<file path="config.mk">
export PLATFORM = sky130hd
export DESIGN_NAME = hazard_control_unit
export DESIGN_NICKNAME = d
export VERILOG_FILES = /design/src/rtl/hazard_control_unit.sv
export SDC_FILE = /design/constraint.sdc
export NUM_CORES = 1
export LEC_CHECK = 0
export BUFFER_PORTS_ARGS = -buffer_cell sky130_fd_sc_hd__buf_2
export CAP_MARGIN = 20
export CORE_UTILIZATION = 34
export DETAILED_ROUTE_END_ITERATION = 7
export GPL_ROUTABILITY_DRIVEN = 0
export GPL_TIMING_DRIVEN = 1
export PLACE_DENSITY = 0.67
export SYNTH_ARGS = -nofsm -noshare
export SYNTH_HDL_FRONTEND = slang
export SYNTH_SLANG_ARGS = --single-unit
</file>
<file path="constraint.sdc">
create_clock -name clk -period 2.8 [get_ports clk]
set_input_delay 0.28 -clock clk [delete_from_list [all_inputs] [get_ports clk]]
set_output_delay 0.28 -clock clk [all_outputs]
set_load 0.005 [all_outputs]
</file>
<file path="src/rtl/hazard_control_unit.sv">
// Stall/flush sequencer for the 5-stage pipeline: load-use, branch squash, memory waits with timeout, halt drain.
// Optional performance counters are built when HAZARD_PERF_CNT_EN is defined.
module hazard_control_unit #(
  parameter int MEM_TIMEOUT  = 255,
  parameter int DRAIN_CYCLES = 3
) (
  input  logic        clk,
  input  logic        rst_n,
  input  logic [4:0]  rs_ID,
  input  logic [4:0]  rt_ID,
  input  logic        uses_rt_ID,
  input  logic        mem_read_EX,
  input  logic [4:0]  write_addr_EX,
  input  logic        branch_taken_EX,
  input  logic        halt_ID,
  input  logic        mem_req_MEM,
  input  logic        mem_ack,
  input  logic        start,
  output logic        stall_IF,
  output logic        stall_ID,
  output logic        stall_EX,
  output logic        stall_MEM,
  output logic        flush_ID,
  output logic        flush_EX,
  output logic        bubble_WB,
  output logic        halted,
`ifdef HAZARD_PERF_CNT_EN
  output logic [31:0] load_use_cnt,
  output logic [31:0] mem_stall_cnt,
  output logic [31:0] flush_cnt,
`endif
  output logic        mem_error
);

  localparam int WCW = $clog2(MEM_TIMEOUT + 1);
  localparam int DCW = $clog2(DRAIN_CYCLES + 1);

  typedef enum logic [2:0] {
    S_RUN, S_DRAIN, S_HALTED, S_MEM_WAIT, S_ERROR
  } state_t;

  state_t         state_q, state_d;
  logic [WCW-1:0] wait_cnt_q, wait_cnt_d;
  logic [DCW-1:0] drain_cnt_q, drain_cnt_d;
  logic           resume_q, resume_d;
  logic           halted_q, halted_d;
  logic           mem_error_q, mem_error_d;

  logic mem_busy, load_use, draining, frozen;
  logic lu_bubble, br_flush;

  assign mem_busy = mem_req_MEM & ~mem_ack;
  assign load_use = mem_read_EX & (write_addr_EX != 5'd0) &
                    ((write_addr_EX == rs_ID) | (uses_rt_ID & (write_addr_EX == rt_ID)));
  assign frozen   = (state_q == S_ERROR) | (state_q == S_HALTED);
  // The ack cycle of a wait taken during drain still behaves (and counts) as a drain cycle.
  assign draining = (state_q == S_DRAIN) | ((state_q == S_MEM_WAIT) & resume_q);

  always_comb begin
    stall_IF  = 1'b0;
    stall_ID  = 1'b0;
    stall_EX  = 1'b0;
    stall_MEM = 1'b0;
    flush_ID  = 1'b0;
    flush_EX  = 1'b0;
    bubble_WB = 1'b0;
    lu_bubble = 1'b0;
    br_flush  = 1'b0;
    if (rst_n) begin
      if (frozen || mem_busy) begin
        stall_IF  = 1'b1;
        stall_ID  = 1'b1;
        stall_EX  = 1'b1;
        stall_MEM = 1'b1;
        bubble_WB = 1'b1;
      end else if (branch_taken_EX) begin
        flush_ID = 1'b1;
        flush_EX = 1'b1;
        br_flush = 1'b1;
      end else if (load_use && state_q == S_RUN) begin
        stall_IF  = 1'b1;
        stall_ID  = 1'b1;
        flush_EX  = 1'b1;
        lu_bubble = 1'b1;
      end else if (draining) begin
        stall_IF = 1'b1;
        stall_ID = 1'b1;
        flush_EX = 1'b1;
      end
    end
  end

  always_comb begin
    state_d     = state_q;
    wait_cnt_d  = wait_cnt_q;
    drain_cnt_d = drain_cnt_q;
    resume_d    = resume_q;
    halted_d    = halted_q;
    mem_error_d = mem_error_q;
    unique case (state_q)
      S_RUN: begin
        if (mem_busy) begin
          state_d    = S_MEM_WAIT;
          wait_cnt_d = WCW'(1);
          resume_d   = 1'b0;
        end else if (halt_ID && !branch_taken_EX) begin
          state_d     = S_DRAIN;
          drain_cnt_d = '0;
        end
      end
      S_MEM_WAIT: begin
        if (mem_ack) begin
          wait_cnt_d = '0;
          resume_d   = 1'b0;
          if (!resume_q) begin
            state_d = S_RUN;
          end else if (drain_cnt_q == DCW'(DRAIN_CYCLES - 1)) begin
            state_d  = S_HALTED;
            halted_d = 1'b1;
          end else begin
            state_d     = S_DRAIN;
            drain_cnt_d = drain_cnt_q + DCW'(1);
          end
        end else if (wait_cnt_q == WCW'(MEM_TIMEOUT - 1)) begin
          state_d     = S_ERROR;
          mem_error_d = 1'b1;
        end else begin
          wait_cnt_d = wait_cnt_q + WCW'(1);
        end
      end
      S_DRAIN: begin
        if (mem_busy) begin
          state_d    = S_MEM_WAIT;
          wait_cnt_d = WCW'(1);
          resume_d   = 1'b1;
        end else if (drain_cnt_q == DCW'(DRAIN_CYCLES - 1)) begin
          state_d  = S_HALTED;
          halted_d = 1'b1;
        end else begin
          drain_cnt_d = drain_cnt_q + DCW'(1);
        end
      end
      S_HALTED: begin
        if (start) begin
          state_d  = S_RUN;
          halted_d = 1'b0;
        end
      end
      S_ERROR: state_d = S_ERROR;
      default: state_d = S_RUN;
    endcase
  end

  always_ff @(posedge clk) begin
    if (!rst_n) begin
      state_q     <= S_RUN;
      wait_cnt_q  <= '0;
      drain_cnt_q <= '0;
      resume_q    <= 1'b0;
      halted_q    <= 1'b0;
      mem_error_q <= 1'b0;
    end else begin
      state_q     <= state_d;
      wait_cnt_q  <= wait_cnt_d;
      drain_cnt_q <= drain_cnt_d;
      resume_q    <= resume_d;
      halted_q    <= halted_d;
      mem_error_q <= mem_error_d;
    end
  end

  assign halted    = halted_q;
  assign mem_error = mem_error_q;

`ifdef HAZARD_PERF_CNT_EN
  logic [31:0] load_use_cnt_q, load_use_cnt_d;
  logic [31:0] mem_stall_cnt_q, mem_stall_cnt_d;
  logic [31:0] flush_cnt_q, flush_cnt_d;

  // Event strobes are already zero in HALTED/ERROR, so counters freeze there.
  always_comb begin
    load_use_cnt_d  = load_use_cnt_q  + {31'd0, lu_bubble};
    mem_stall_cnt_d = mem_stall_cnt_q + {31'd0, mem_busy & ~frozen};
    flush_cnt_d     = flush_cnt_q     + {31'd0, br_flush};
  end

  always_ff @(posedge clk) begin
    if (!rst_n) begin
      load_use_cnt_q  <= '0;
      mem_stall_cnt_q <= '0;
      flush_cnt_q     <= '0;
    end else begin
      load_use_cnt_q  <= load_use_cnt_d;
      mem_stall_cnt_q <= mem_stall_cnt_d;
      flush_cnt_q     <= flush_cnt_d;
    end
  end

  assign load_use_cnt  = load_use_cnt_q;
  assign mem_stall_cnt = mem_stall_cnt_q;
  assign flush_cnt     = flush_cnt_q;
`else
  logic unused_evt;
  assign unused_evt = lu_bubble ^ br_flush;
`endif

endmodule

</file>
==> flow_metrics.tcl <==
set metrics [dict create \
    wl_per_cell_um 12.6 \
    cts_tree "yes" \
    vias 1224 \
    hpwl_mm 2.21 \
    critPathTopFamily "compound AO/OA/AOI/OAI gates" \
    crit_slowest_cell "dfxtp_1" \
    drt-vias-per-instance 5.30 \
    clkSinkCount 16 \
    cp_num_cells 4 \
    synth_fp_nets 185 \
    grt_pass1_wl_mm 4.80 \
    ir_worst_vdd_mv 0.255 \
    slew_headroom_pct 66.5 \
    worstReg2RegStart "state_q[2]$_SDFFE_PN0P_" \
    post_cts_buffers 0 \
    avgSynthCellArea_um2 7.76 \
    finClkSkew_ns 0.00449 \
    wl_mm 2.92 \
    clk_pin_slew_worst_paths_ns 0.10 \
    cts_hold_buf 0 \
    crit_start "state_q[1]$_SDFFE_PN0P_" \
    drc 0 \
    ys.flop_type "dfxtp_1" \
    fin_crit_sh_pct 77.0 \
    stdcell_count 231 \
    drive_gt1_share_pct 23.2 \
    synthArstFlopShare_pct 0 \
    post_cts_resized 0 \
    start_kind "register" \
    rsz0062_at_grt "false" \
    fin_ws_ns 0.643 \
    pin_count 33 \
    cts-root-buf "clkbuf_4" \
    antenna_found_initial 0 \
    synth_area_leaders "dfxtp_1, xor2_1, nor2_1" \
    grt_pass1_vias 1044 \
    drt_pass1_iterations 4 \
    num_rows 21 \
    die-area_mm2 0.00385 \
    area_growth_pct 16.2 \
    post-place-cells 227 \
    setup_viol_count_final 0 \
    synth_cells 158 \
    hold_start "start" \
    min_period_ns 2.16 \
    max_stage_delay_ns 0.47 \
    end_kind "output port" \
    critPathKind "register to output port" \
    track_usage_pct 17.0 \
    clock_path_buffers 2 \
    crit_required_ns 2.52 \
    port_buffers 32 \
    overflow 0 \
    holdPathStages 4 \
    worst-path-buf-inv 1 \
    die_h_um 62.1 \
    synth_cell_type_count 53 \
    cts_max_level 1 \
    yosysWarnings 0 \
    cp.arrival_ns 1.88 \
    p_per_area_mw_per_mm2 467 \
    clk_latency_ns 0.30 \
    cts_buffers 3 \
    min_path_type "input pin to register" \
    synth_top_area_share_pct 26.1 \
    seq_area_frac_synth_pct 26.1 \
    worst_pin_slew_ns 0.502 \
    synth_edf_count 0 \
    synth-seq-cells 16 \
    diodes 0 \
    cp_max_fo 15 \
    max_freq_mhz 464 \
    reg2regPathDepth 4 \
    utilization_pct 42.0 \
    nets 213 \
    netlist_area_mm2 0.00123 \
    dp_slack_ns 0.841 \
    tns_ns 0 \
    core-area_mm2 0.00339 \
    die_w_um 62.1 \
    crit_chain "nor2_1 > o2111ai_1 > o41ai_1 > buf_2" \
    status "complete, no violations" \
    grt_max_degree 16 \
    synth_largest_area_cell "dfxtp_1" \
    hold_violations 0 \
    p_leak_nw 0.559 \
    final_max_slew_viol_count 0 \
    cap_violations 0 \
    start_util_pct 36.2 \
    ant_nets 0 \
    dr.first_iter.drc_count 43 \
]
## synthesized netlist by cell type (2+ instances only)
library cell / count
a41oi_1: 2
o221a_2: 2
nand2b_1: 3
clkbuf_1: 3
buf_4: 3
or3_1: 2
a21oi_1: 9
o211ai_1: 2
o21ai_0: 9
and3_1: 2
dfxtp_1: 16
o21ai_1: 2
a311oi_1: 2
and2_1: 2
nor2_1: 15
buf_2: 2
nand3_1: 6
nand4_1: 3
xor2_1: 9
ha_1: 3
o41ai_1: 2
nor4b_1: 2
inv_1: 9
nor3_1: 6
nand2_1: 10
mux2i_1: 2
xnor2_1: 2
nor2b_1: 2
o311ai_0: 2
## cells by family after synthesis
family                     Yosys count  synth area share [%]
and+or+nand+nor                     62                  27.2
adders and majority gates            3                  3.06
xor gates and xnor gates            11                  7.86
buffers and inverters               18                  7.24
muxes                                2                  1.63
AOI/OAI and AO/OA                   46                  26.8
DFF                                 16                  26.1
## cell usage in the layout, fill, tap and decap left out, types with 2 or more instances in the layout
cell type   n
o21ai_1     2
o311ai_0    2
o41ai_1     2
a311oi_1    2
nand4_1     3
buf_2      32
xnor2_1     2
or3_1       2
nor3_1      6
and2_1      2
nor2_1     15
nand2_1    10
clkbuf_4    3
nand2b_1    3
a41oi_1     2
nand3_1     6
ha_1        3
and3_1      2
inv_1       9
o221a_2     2
xor2_1      9
dfxtp_1    16
o211ai_1    2
nor4b_1     2
a21oi_1     9
mux2i_1     2
nor2b_1     2
o21ai_0     9
## state kept, by name, indices dropped and copies added, names as in the netlist
name,cells
drain_cnt_q,2
wait_cnt_q,8
halted,1
mem_error,1
resume_q,1
state_q,3
## path summary, 6_finish.rpt
check / endpoint / slack [ns]
worst max-delay path: stall_ID / 0.64
worst min-delay path: halted$_SDFFE_PN0P_ / 0.33
worst max register to register: wait_cnt_q[2]$_SDFFE_PN0P_ / 1.00
worst min register to register: mem_error$_SDFFE_PN0P_ / 0.48
## power by group
part | switching (mW) | total, mW | internal (mW)
Clock | 0.0807 | 0.160 | 0.0794
Sequential | 0.0381 | 0.283 | 0.245
Combinational | 0.123 | 0.222 | 0.0997
Total | 0.241 | 0.665 | 0.424
## through the flow
stage               power, mW  cell area [um2]  hold WS [ns]
global placement        0.507             1390         0.451
detailed placement      0.509             1390         0.463
CTS                     0.671             1430         0.328
finish                  0.665             1430         0.332
global route            0.723             1430         0.354
floorplan               0.447             1230         0.426
## worst min-delay path: stages
cell     delay (ns)
buf_2          0.10
nand4_1        0.07
a21oi_1        0.06
nor2_1         0.08
## layer usage
layer | track usage [%] | up-vias | part of all wire (%)
li1 | - | 641 | -
met1 | 26.2 | 554 | 50
met2 | 23.1 | 24 | 45
met3 | 2.07 | 5 | 3.3
met4 | 7.94 | 0 | 1.8
met5 | 0 | - | 0
## area by class of cell
cell class              instances  area, um2
flip-flops and latches         16        320
multi-input cells             124        817
repair buffers                 32        160
fillers                       357       1960
clock buffers                   4       36.3
inverters                       9       33.8
well taps                      46       57.6
Power figures use the tool's default switching activity.
